File: src/rtl/mul_hilo_ctrl.sv
// Sequences the multiplier for MULT/MULTU and owns the architectural HI/LO registers.
// Latency: a multiply holds the controller for MUL_LAT+2 cycles; MT* takes 1 cycle; MF* returns data in the same cycle.
// Backpressure: req_ready drops while a multiply is in flight, and EX holds its request until req_ready rises.
//
// Optional feature macro: MUL_BYPASS_EN. When it is defined, an MFHI/MFLO request is
// accepted in the final BUSY cycle, and its data comes straight from mul_result.
//
// Ports:
//   clk, rst          clock; synchronous active-high reset
//   flush             cancels an in-flight multiply and discards this cycle's request
//   req_valid/req_op/req_a/req_b/req_ready   EX-stage request handshake
//   mf_valid/mf_data  MFHI/MFLO result, valid in the accept cycle
//   mul_x/mul_y/mul_signed/mul_clken/mul_result   external pipelined multiplier
//   hi, lo            architectural HI/LO
module mul_hilo_ctrl #(
  parameter int MUL_LAT = 2
) (
  input  logic        clk,
  input  logic        rst,
  input  logic        flush,
  input  logic        req_valid,
  input  logic [2:0]  req_op,
  input  logic [31:0] req_a,
  input  logic [31:0] req_b,
  output logic        req_ready,
  output logic        mf_valid,
  output logic [31:0] mf_data,
  output logic [31:0] mul_x,
  output logic [31:0] mul_y,
  output logic        mul_signed,
  output logic        mul_clken,
  input  logic [63:0] mul_result,
  output logic [31:0] hi,
  output logic [31:0] lo
);

  localparam logic [2:0] OP_MULT  = 3'd1;
  localparam logic [2:0] OP_MULTU = 3'd2;
  localparam logic [2:0] OP_MTHI  = 3'd3;
  localparam logic [2:0] OP_MTLO  = 3'd4;
  localparam logic [2:0] OP_MFHI  = 3'd5;
  localparam logic [2:0] OP_MFLO  = 3'd6;

  // The counter is 4 bits wide so that it can hold MUL_LAT+1, which is up to 9 at MUL_LAT=8.
  localparam int         CW       = 4;
  localparam logic [CW-1:0] CNT_INIT = CW'(MUL_LAT + 1);
  localparam logic [CW-1:0] CNT_ONE  = CW'(1);

  typedef enum logic {IDLE, BUSY} state_t;

  state_t        state;
  logic [CW-1:0] cnt;
  logic          is_mf;
  logic          accept;
  logic [63:0]   mf_src;

  assign is_mf = (req_op == OP_MFHI) || (req_op == OP_MFLO);

`ifdef MUL_BYPASS_EN
  logic bypass_win;
  // During the last BUSY cycle the product is already on mul_result, so MF* can read it from there.
  assign bypass_win = (state == BUSY) && (cnt == CNT_ONE);
  assign req_ready  = rst || (state == IDLE) || (bypass_win && is_mf);
  assign mf_src     = bypass_win ? mul_result : {hi, lo};
`else
  assign req_ready  = rst || (state == IDLE);
  assign mf_src     = {hi, lo};
`endif

  // A request seen during reset or flush is discarded, even when req_ready is high.
  assign accept    = req_valid && req_ready && !rst && !flush;
  assign mf_valid  = accept && is_mf;
  assign mul_clken = (state == BUSY) && !rst;

  always_comb begin
    mf_data = 32'd0;
    if (mf_valid) begin
      mf_data = (req_op == OP_MFHI) ? mf_src[63:32] : mf_src[31:0];
    end
  end

  always_ff @(posedge clk) begin
    if (rst) begin
      state      <= IDLE;
      cnt        <= '0;
      hi         <= 32'd0;
      lo         <= 32'd0;
      mul_x      <= 32'd0;
      mul_y      <= 32'd0;
      mul_signed <= 1'b0;
    end else if (flush) begin
      // A cancelled multiply never writes HI/LO. The multiplier pipe simply idles.
      state <= IDLE;
      cnt   <= '0;
    end else begin
      case (state)
        IDLE: begin
          if (accept) begin
            case (req_op)
              OP_MULT, OP_MULTU: begin
                mul_x      <= req_a;
                mul_y      <= req_b;
                mul_signed <= (req_op == OP_MULT);
                cnt        <= CNT_INIT;
                state      <= BUSY;
              end
              OP_MTHI: hi <= req_a;
              OP_MTLO: lo <= req_a;
              default: ;
            endcase
          end
        end
        BUSY: begin
          cnt <= cnt - CNT_ONE;
          if (cnt == CNT_ONE) begin
            hi    <= mul_result[63:32];
            lo    <= mul_result[31:0];
            state <= IDLE;
          end
        end
        default: state <= IDLE;
      endcase
    end
  end

endmodule
File: config.mk
export PLATFORM = sky130hd
export DESIGN_NAME = mul_hilo_ctrl
export DESIGN_NICKNAME = d
export VERILOG_FILES = /design/src/rtl/mul_hilo_ctrl.sv
export SDC_FILE = /design/constraint.sdc
export NUM_CORES = 1
export LEC_CHECK = 0
export CORE_UTILIZATION = 38
export CTS_CLUSTER_DIAMETER = 40
export DETAILED_ROUTE_END_ITERATION = 6
export MAX_ROUTING_LAYER = met4
export PLACE_DENSITY_LB_ADDON = 0.12
export SKIP_LAST_GASP = 1
export SLEW_MARGIN = 20
export SYNTH_ARGS = -nofsm -noshare
export SYNTH_HDL_FRONTEND = slang
export SYNTH_SLANG_ARGS = --single-unit
File: constraint.sdc
create_clock -name clk -period 2.5 [get_ports clk]
set_clock_uncertainty 0.1 [all_clocks]
set_input_delay 0.75 -clock clk [delete_from_list [all_inputs] [get_ports clk]]
set_output_delay 0.75 -clock clk [all_outputs]
set_load 0.05 [all_outputs]
==> qor.yml, run 1 <==
worst_setup_path:
  crit_top_cell: "buf_12"
  path_class: "input pin to output pin"
  endpoint_kind: "output pin"
  cpMaxStageDelayCell: "nor4b_4"
  worstPathCellList: "buf_6 -> nor4b_4 -> nand3_4 -> buf_12 -> buf_12 -> a21oi_4 -> buf_12"
  r2r-start: "state"
  cp.arrival_ns: 1.97
  cp-start-kind: "input pin"
  crit_path_start: "rst"
  crit_fanout: 7
  required_ns: 1.65
  slowest_delay_ns: 0.35
place:
  gp_congestion: 0.7718
  placed_area_um2: 10820
  dp.cells: 1283
  place_hpwl_um: 16100
  pre_cts_ws_ns: -0.6651
  io_buffers: 298
synthesis:
  synthArstFlopShare: 0
  ys.flop_type: "dfxtp_1"
  ys_ff_latch: 134
  syn_nets: 937
  yosys.area_share.simple: 0.1336
  syn_area_um2: 6726
  synth_edf_count: 0
  yosysWarnings: 0
  synth_xor_area_frac: 0.003906
  synth_area_per_cell_um2: 8.408
  synthAdderAreaFrac: 0.003720
  synthCells: 800
  ys_seq_area_frac: 0.3988
  synth_top_family_by_area: "multiplexers"
  synth_mux_area_frac: 0.2024
  synth_compound_area_frac: 0.1652
  ys_types: 38
final_layout:
  seq_area_um2: 2686
  finish.utilization: 0.6693
  final_common_cell: "clkdlybuf4s50_1"
  n_antenna_cell: 0
  multi_input_area_um2: 3844
  area_growth_pct: 72.12
  final_cell_mix: "clkdlybuf4s50_1 (230), nand2_1 (193), dfxtp_1 (133), inv_1 (67)"
  drive_above_1_share: 0.2115
  layout.cells.non_filler: 1322
  nFillCells: 1454
  fin_area_um2: 11580
  final_nets: 1221
grt:
  grt-ovfl-total: 0
  grt_pass1_wl_um: 35530
  grt_pass1_vias: 6664
  track_usage: 0.2597
  antenna_found_initial: 0
  grt_max_degree: 138
floorplan:
  coreArea_um2: 17300
  die_y_um: 135.0
  start_util: 0.3889
  io_pins: 299
  fp.dieW_um: 135.0
  design.die.area_um2: 18240
  rows: 48
drt:
  drt_wl_total_um: 23350
  drt-initial-drc-count: 297
  antenna_left: 0
  first_pass_iters: 4
  via_per_inst: 5.126
  drcViolationCount: 0
  drt-wirelength-per-cell_um: 17.66
  vias: 6776
clock_tree:
  path_clk_slew_ns: 0.06
  htree_levels: 4
  clock_path_buffers: 2
  cts_tree: "yes"
  cts_hold_buf: 0
  cts.sinks: 134
  ctsRootBufferMaster: "clkbuf_16"
  cts_buffers: 17
  clkLatencyLatePin_ns: 0.41
timing:
  layout_worst_path_cycle_share: 1.129
  worst_pin_slew_ns: 0.6128
  setup_slack_ns: -0.3213
  max_slew_margin: 0.5915
  setup_viol: 33
  fmax_ghz: 0.3545
  finalSetupTns_ns: -9.424
  report.final.slew_viol_count: 0
  hold_viol_final: 0
  rsz0062_at_grt: "yes"
  hold_slack_ns: 0.3657
  period_needed_ns: 2.821
run:
  maxCapViolCount: 0
pwr:
  pwr_density_cell_nw_per_um2: 469.2
  ir_worst_vdd_v: 0.0004623
  p_total_mw: 5.432
  power.leakage_nw: 4.955
outcome:
  outcome: "finished, violations left"
  violations: "setup timing"
min_path:
  min_path_type: "register to register"
  hp-start: "mul_x[11]"
==> routing by layer <==
| layer | wire length, µm | global-route usage | part of all wire | up-vias |
|---|---|---|---|---|
| li1 | - | - | - | 3317 |
| met1 | 10080 | 0.3128 | 0.43 | 3201 |
| met2 | 11170 | 0.4227 | 0.48 | 230 |
| met3 | 1673 | 0.06907 | 0.072 | 28 |
| met4 | 430 | 0.07865 | 0.018 | 0 |
| met5 | 0 | - | 0 | - |
==> cell type report <==
| type | count | area share |
|---|---|---|
| clock buffers | 21 | 0.04074 |
| clock inverters | 11 | 0.008646 |
| inverters | 70 | 0.02378 |
| multi-input cells | 521 | 0.3320 |
| flip-flops and latches | 134 | 0.2320 |
| well taps | 225 | 0.02432 |
| repair buffers | 340 | 0.3385 |
==> Yosys cell counts (2+ instances only) <==
| master | number | area, µm² |
|---|---|---|
| a21oi_1 | 36 | 180.2 |
| nand4_1 | 2 | 12.51 |
| ha_1 | 2 | 25.02 |
| nor2b_1 | 2 | 12.51 |
| o21ai_1 | 48 | 240.2 |
| nand2_1 | 196 | 735.7 |
| clkbuf_1 | 49 | 183.9 |
| inv_1 | 70 | 262.8 |
| buf_6 | 6 | 67.56 |
| mux2i_1 | 64 | 640.6 |
| buf_4 | 3 | 22.52 |
| nor3_1 | 3 | 15.01 |
| buf_2 | 16 | 80.08 |
| and3b_1 | 2 | 17.52 |
| nor3b_1 | 2 | 15.01 |
| xnor2_1 | 2 | 17.52 |
| o311ai_1 | 55 | 481.7 |
| o21ai_0 | 16 | 80.08 |
| nand3_1 | 4 | 20.02 |
| o311ai_0 | 8 | 70.07 |
| mux2_2 | 64 | 720.7 |
| dfxtp_1 | 134 | 2683 |
==> cell families after synthesis <==
kind of cell    count (synthesis)
simple gates                  218
buf+inv                       145
compound gates                170
mux                           128
fa+ha+maj                       2
xor+xnor                        3
flops                         134
==> repair_timing <==
item                                   CTS  global route
pin swaps                                3             4
endpoints found under the hold margin    0             0
setup endpoints to repair               41            50
cloned                                   4             1
gates resized for setup                 34            23
setup buffers                            4             1
==> worst paths after layout <==
kind                endpoint  slack, ns  cells after the start
setup / recovery  mf_data[7]      -0.32                      7
hold / removal     mul_x[11]       0.37                      2
setup reg to reg       lo[4]       0.51                      5
hold reg to reg    mul_x[11]       0.37                      2
==> report_power, final <==
part           switching (mW)  internal, mW
combinational           0.434         0.393
sequential             0.0210          2.17
clock                   0.963          1.45
total                    1.42          4.01
==> flip-flops by register name, indices dropped and copies added (netlist names) <==
signal / count
mul_signed: 1
state: 1
mul_y: 32
lo: 32
cnt: 4
mul_x: 32
hi: 32
==> critical path: cells and delay by family <==
kind,cells,cell delay [ns]
AOI/OAI and AO/OA,1,0.14
buffers and inverters,4,0.58
and+or+nand+nor,2,0.48
Note: power is estimated with default switching activity, not from simulation.
==> run 2, diff against run 1 <==
CELL_PAD_IN_SITES_DETAIL_PLACEMENT = 0   (was not set)
CELL_PAD_IN_SITES_GLOBAL_PLACEMENT = 2   (was not set)
CORE_UTILIZATION = 21   (was 38)
==> qor.yml, run 2 (same netlist as run 1, synthesis figures left out) <==
drt:
  antenna_left: 0  # unchanged
  drcViolationCount: 0  # unchanged
  drt-initial-drc-count: 338  # +14%
  first_pass_iters: 4  # unchanged
  drt_wl_total_um: 27870  # +19%
  drt-wirelength-per-cell_um: 18.55  # +5.0%
  vias: 6712  # -0.94%
  via_per_inst: 4.469  # -13%
floorplan:
  start_util: 0.2132  # -0.1757
  io_pins: 299  # unchanged
  die_y_um: 181.0  # +34%
  design.die.area_um2: 32750  # +80%
  fp.dieW_um: 181.0  # +34%
  rows: 65  # +35%
  coreArea_um2: 31560  # +82%
pwr:
  p_seq_frac: 0.402  # about the same
  power.leakage_nw: 5.292  # +6.8%
  ir_worst_vdd_v: 0.0004530  # -2.0%
  p_sw_mw: 1.565  # +10%
  p_total_mw: 5.450  # +0.33%
  p_int_mw: 3.885  # -3.2%
  pwr-share-comb: 0.159  # +0.007
  pwr_density_cell_nw_per_um2: 459.6  # -2.1%
  p_clk_frac: 0.439  # -0.005
  p_sw_frac: 0.2872  # +0.02615
grt:
  grt_max_degree: 107  # -22%
  grt-ovfl-total: 0  # unchanged
  track_usage: 0.1723  # -0.08737
  grt_pass1_wl_um: 42090  # +18%
  antenna_found_initial: 1  # +1
  grt_pass1_vias: 6928  # +4.0%
clock_tree:
  cts_hold_buf: 0  # unchanged
  path_clk_slew_ns: 0.06  # about the same
  cts_tree: "yes"
  clock_path_buffers: 2  # unchanged
  cts_buffers: 17  # unchanged
  clkLatencyLatePin_ns: 0.41  # about the same
  cts.sinks: 134  # unchanged
  htree_levels: 4  # unchanged
  ctsRootBufferMaster: "clkbuf_16"
timing:
  setup_slack_ns: -0.2989  # +0.02238 ns
  layout_worst_path_cycle_share: 1.120  # -0.008952
  hold_viol_final: 0  # unchanged
  period_needed_ns: 2.799  # -0.02238 ns
  worst_pin_slew_ns: 0.5719  # -0.04091 ns
  rsz0062_at_grt: "yes"
  report.final.slew_viol_count: 0  # unchanged
  fmax_ghz: 0.3573  # +0.80%
  max_slew_margin: 0.6175  # +0.02608
  setup_viol: 34  # +3.0%
final_layout:
  area_growth_pct: 76.30
  drive_above_1_share: 0.2338  # +0.02236
  finish.utilization: 0.3758  # -0.2935
  final_cell_mix: "clkdlybuf4s50_1 (195), nand2_1 (186), dfxtp_1 (133), inv_1 (67)"
  final_nets: 1223  # +0.16%
  final_common_cell: "clkdlybuf4s50_1"
run:
  maxCapViolCount: 0  # unchanged
outcome:
  outcome: "finished, violations left"
  violations: "setup timing"
min_path:
  min_path_type: "register to register"
worst_setup_path:
  crit-reg2reg-capture: "mul_y[3]"
  crit_path_start: "rst"
  endpoint: "mf_data[1]"
  cpMaxStageDelayCell: "nor4b_4"
  cp.arrival_ns: 1.95  # -0.02 ns
  r2r.worst_path.cells: 5  # unchanged
  endpoint_kind: "output pin"
  cp-start-kind: "input pin"
  path_class: "input pin to output pin"
  required_ns: 1.65  # about the same
  r2r-start: "state"
  slowest_delay_ns: 0.36  # about the same
  crit_fanout: 8  # +1
  worstPathCellList: "buf_6 -> nor4b_4 -> nand3_4 -> buf_6 -> buf_12 -> a21oi_4 -> buf_12"
  rrSetupSlack_ns: 0.36  # -0.15 ns
place:
  io_buffers: 298  # unchanged
  place_hpwl_um: 18400  # +14%
  gp_congestion: 0.7129  # -7.6%
-- run 2: layout make-up --
class | instances | area [µm²]
Multi-Input combinational cell | 521 | 3886
Inverter | 70 | 275.3
Clock inverter | 13 | 98.84
Sequential cell | 134 | 2686
Timing Repair Buffer | 342 | 3964
Fill cell | 3188 | 19700
Antenna cell | 1 | 2.502
Clock buffer | 19 | 442.9
Tap cell | 402 | 503.0
-- run 2: metrics by stage --
stage	setup TNS, ns	instance area [µm²]	hold slack (ns)	cells	worst slack, ns
floorplan	-8.052	7213	0.3360	800	-0.2554
global placement	-45.37	11070	0.3560	1461	-0.6862
detailed placement	-47.72	11070	0.3624	1461	-0.7022
CTS	-12.29	11700	0.3710	1500	-0.4343
global route	-11.44	11860	0.3868	1502	-0.3591
finish	-9.430	11860	0.3700	1502	-0.2989
-- run 2: worst min path at each step --
| stage | end | slack, ns | cells after the start | from |
|---|---|---|---|---|
| floorplan | cnt[2] | 0.34 | 1 | cnt[2] |
| finish | mul_x[1] | 0.37 | 2 | mul_x[1] |
| global placement | mul_y[28] | 0.36 | 2 | mul_y[28] |
| detailed placement | mul_x[1] | 0.36 | 2 | mul_x[1] |
| CTS | mul_x[2] | 0.37 | 2 | mul_x[2] |
| global route | mul_x[1] | 0.39 | 2 | mul_x[1] |
-- run 2: critical path, delay by kind of cell --
family,cells,cell delay [ns]
buffers and inverters,4,0.55
AND/OR/NAND/NOR,2,0.48
AO/OA/AOI/OAI,1,0.15
-- run 2: timing repair --
| action | CTS | global route |
|---|---|---|
| gates cloned | 2 | 3 |
| pin swaps | 3 | 20 |
| gates resized for setup | 40 | 51 |
| buffers inserted | 5 | 0 |
| endpoints found under the setup margin | 48 | 62 |
-- run 2: routing by layer --
layer / track usage / routed length (µm) / vias up
met5: - / 0 / -
met4: 0.03695 / 221 / 0
met3: 0.03890 / 1445 / 10
met2: 0.2720 / 12810 / 189
met1: 0.2239 / 13380 / 3182
li1: - / - / 3331
-- run 2: power by group through the flow --
stage                     sequential, mW  clock [mW]  combinational, mW
final                               2.19        2.39              0.867
after global routing                2.19        2.60              0.932
after CTS                           2.19        2.50              0.868
after detailed placement            2.24           0              0.856
after global placement              2.24           0              0.860
after floorplan                     2.36           0              0.297
==> run 3, diff against run 2 <==
SLEW_MARGIN = 30   (was 20)
==> results of run 3 <==
No change in the layout: final DEF, timing and power equal those of run 2.
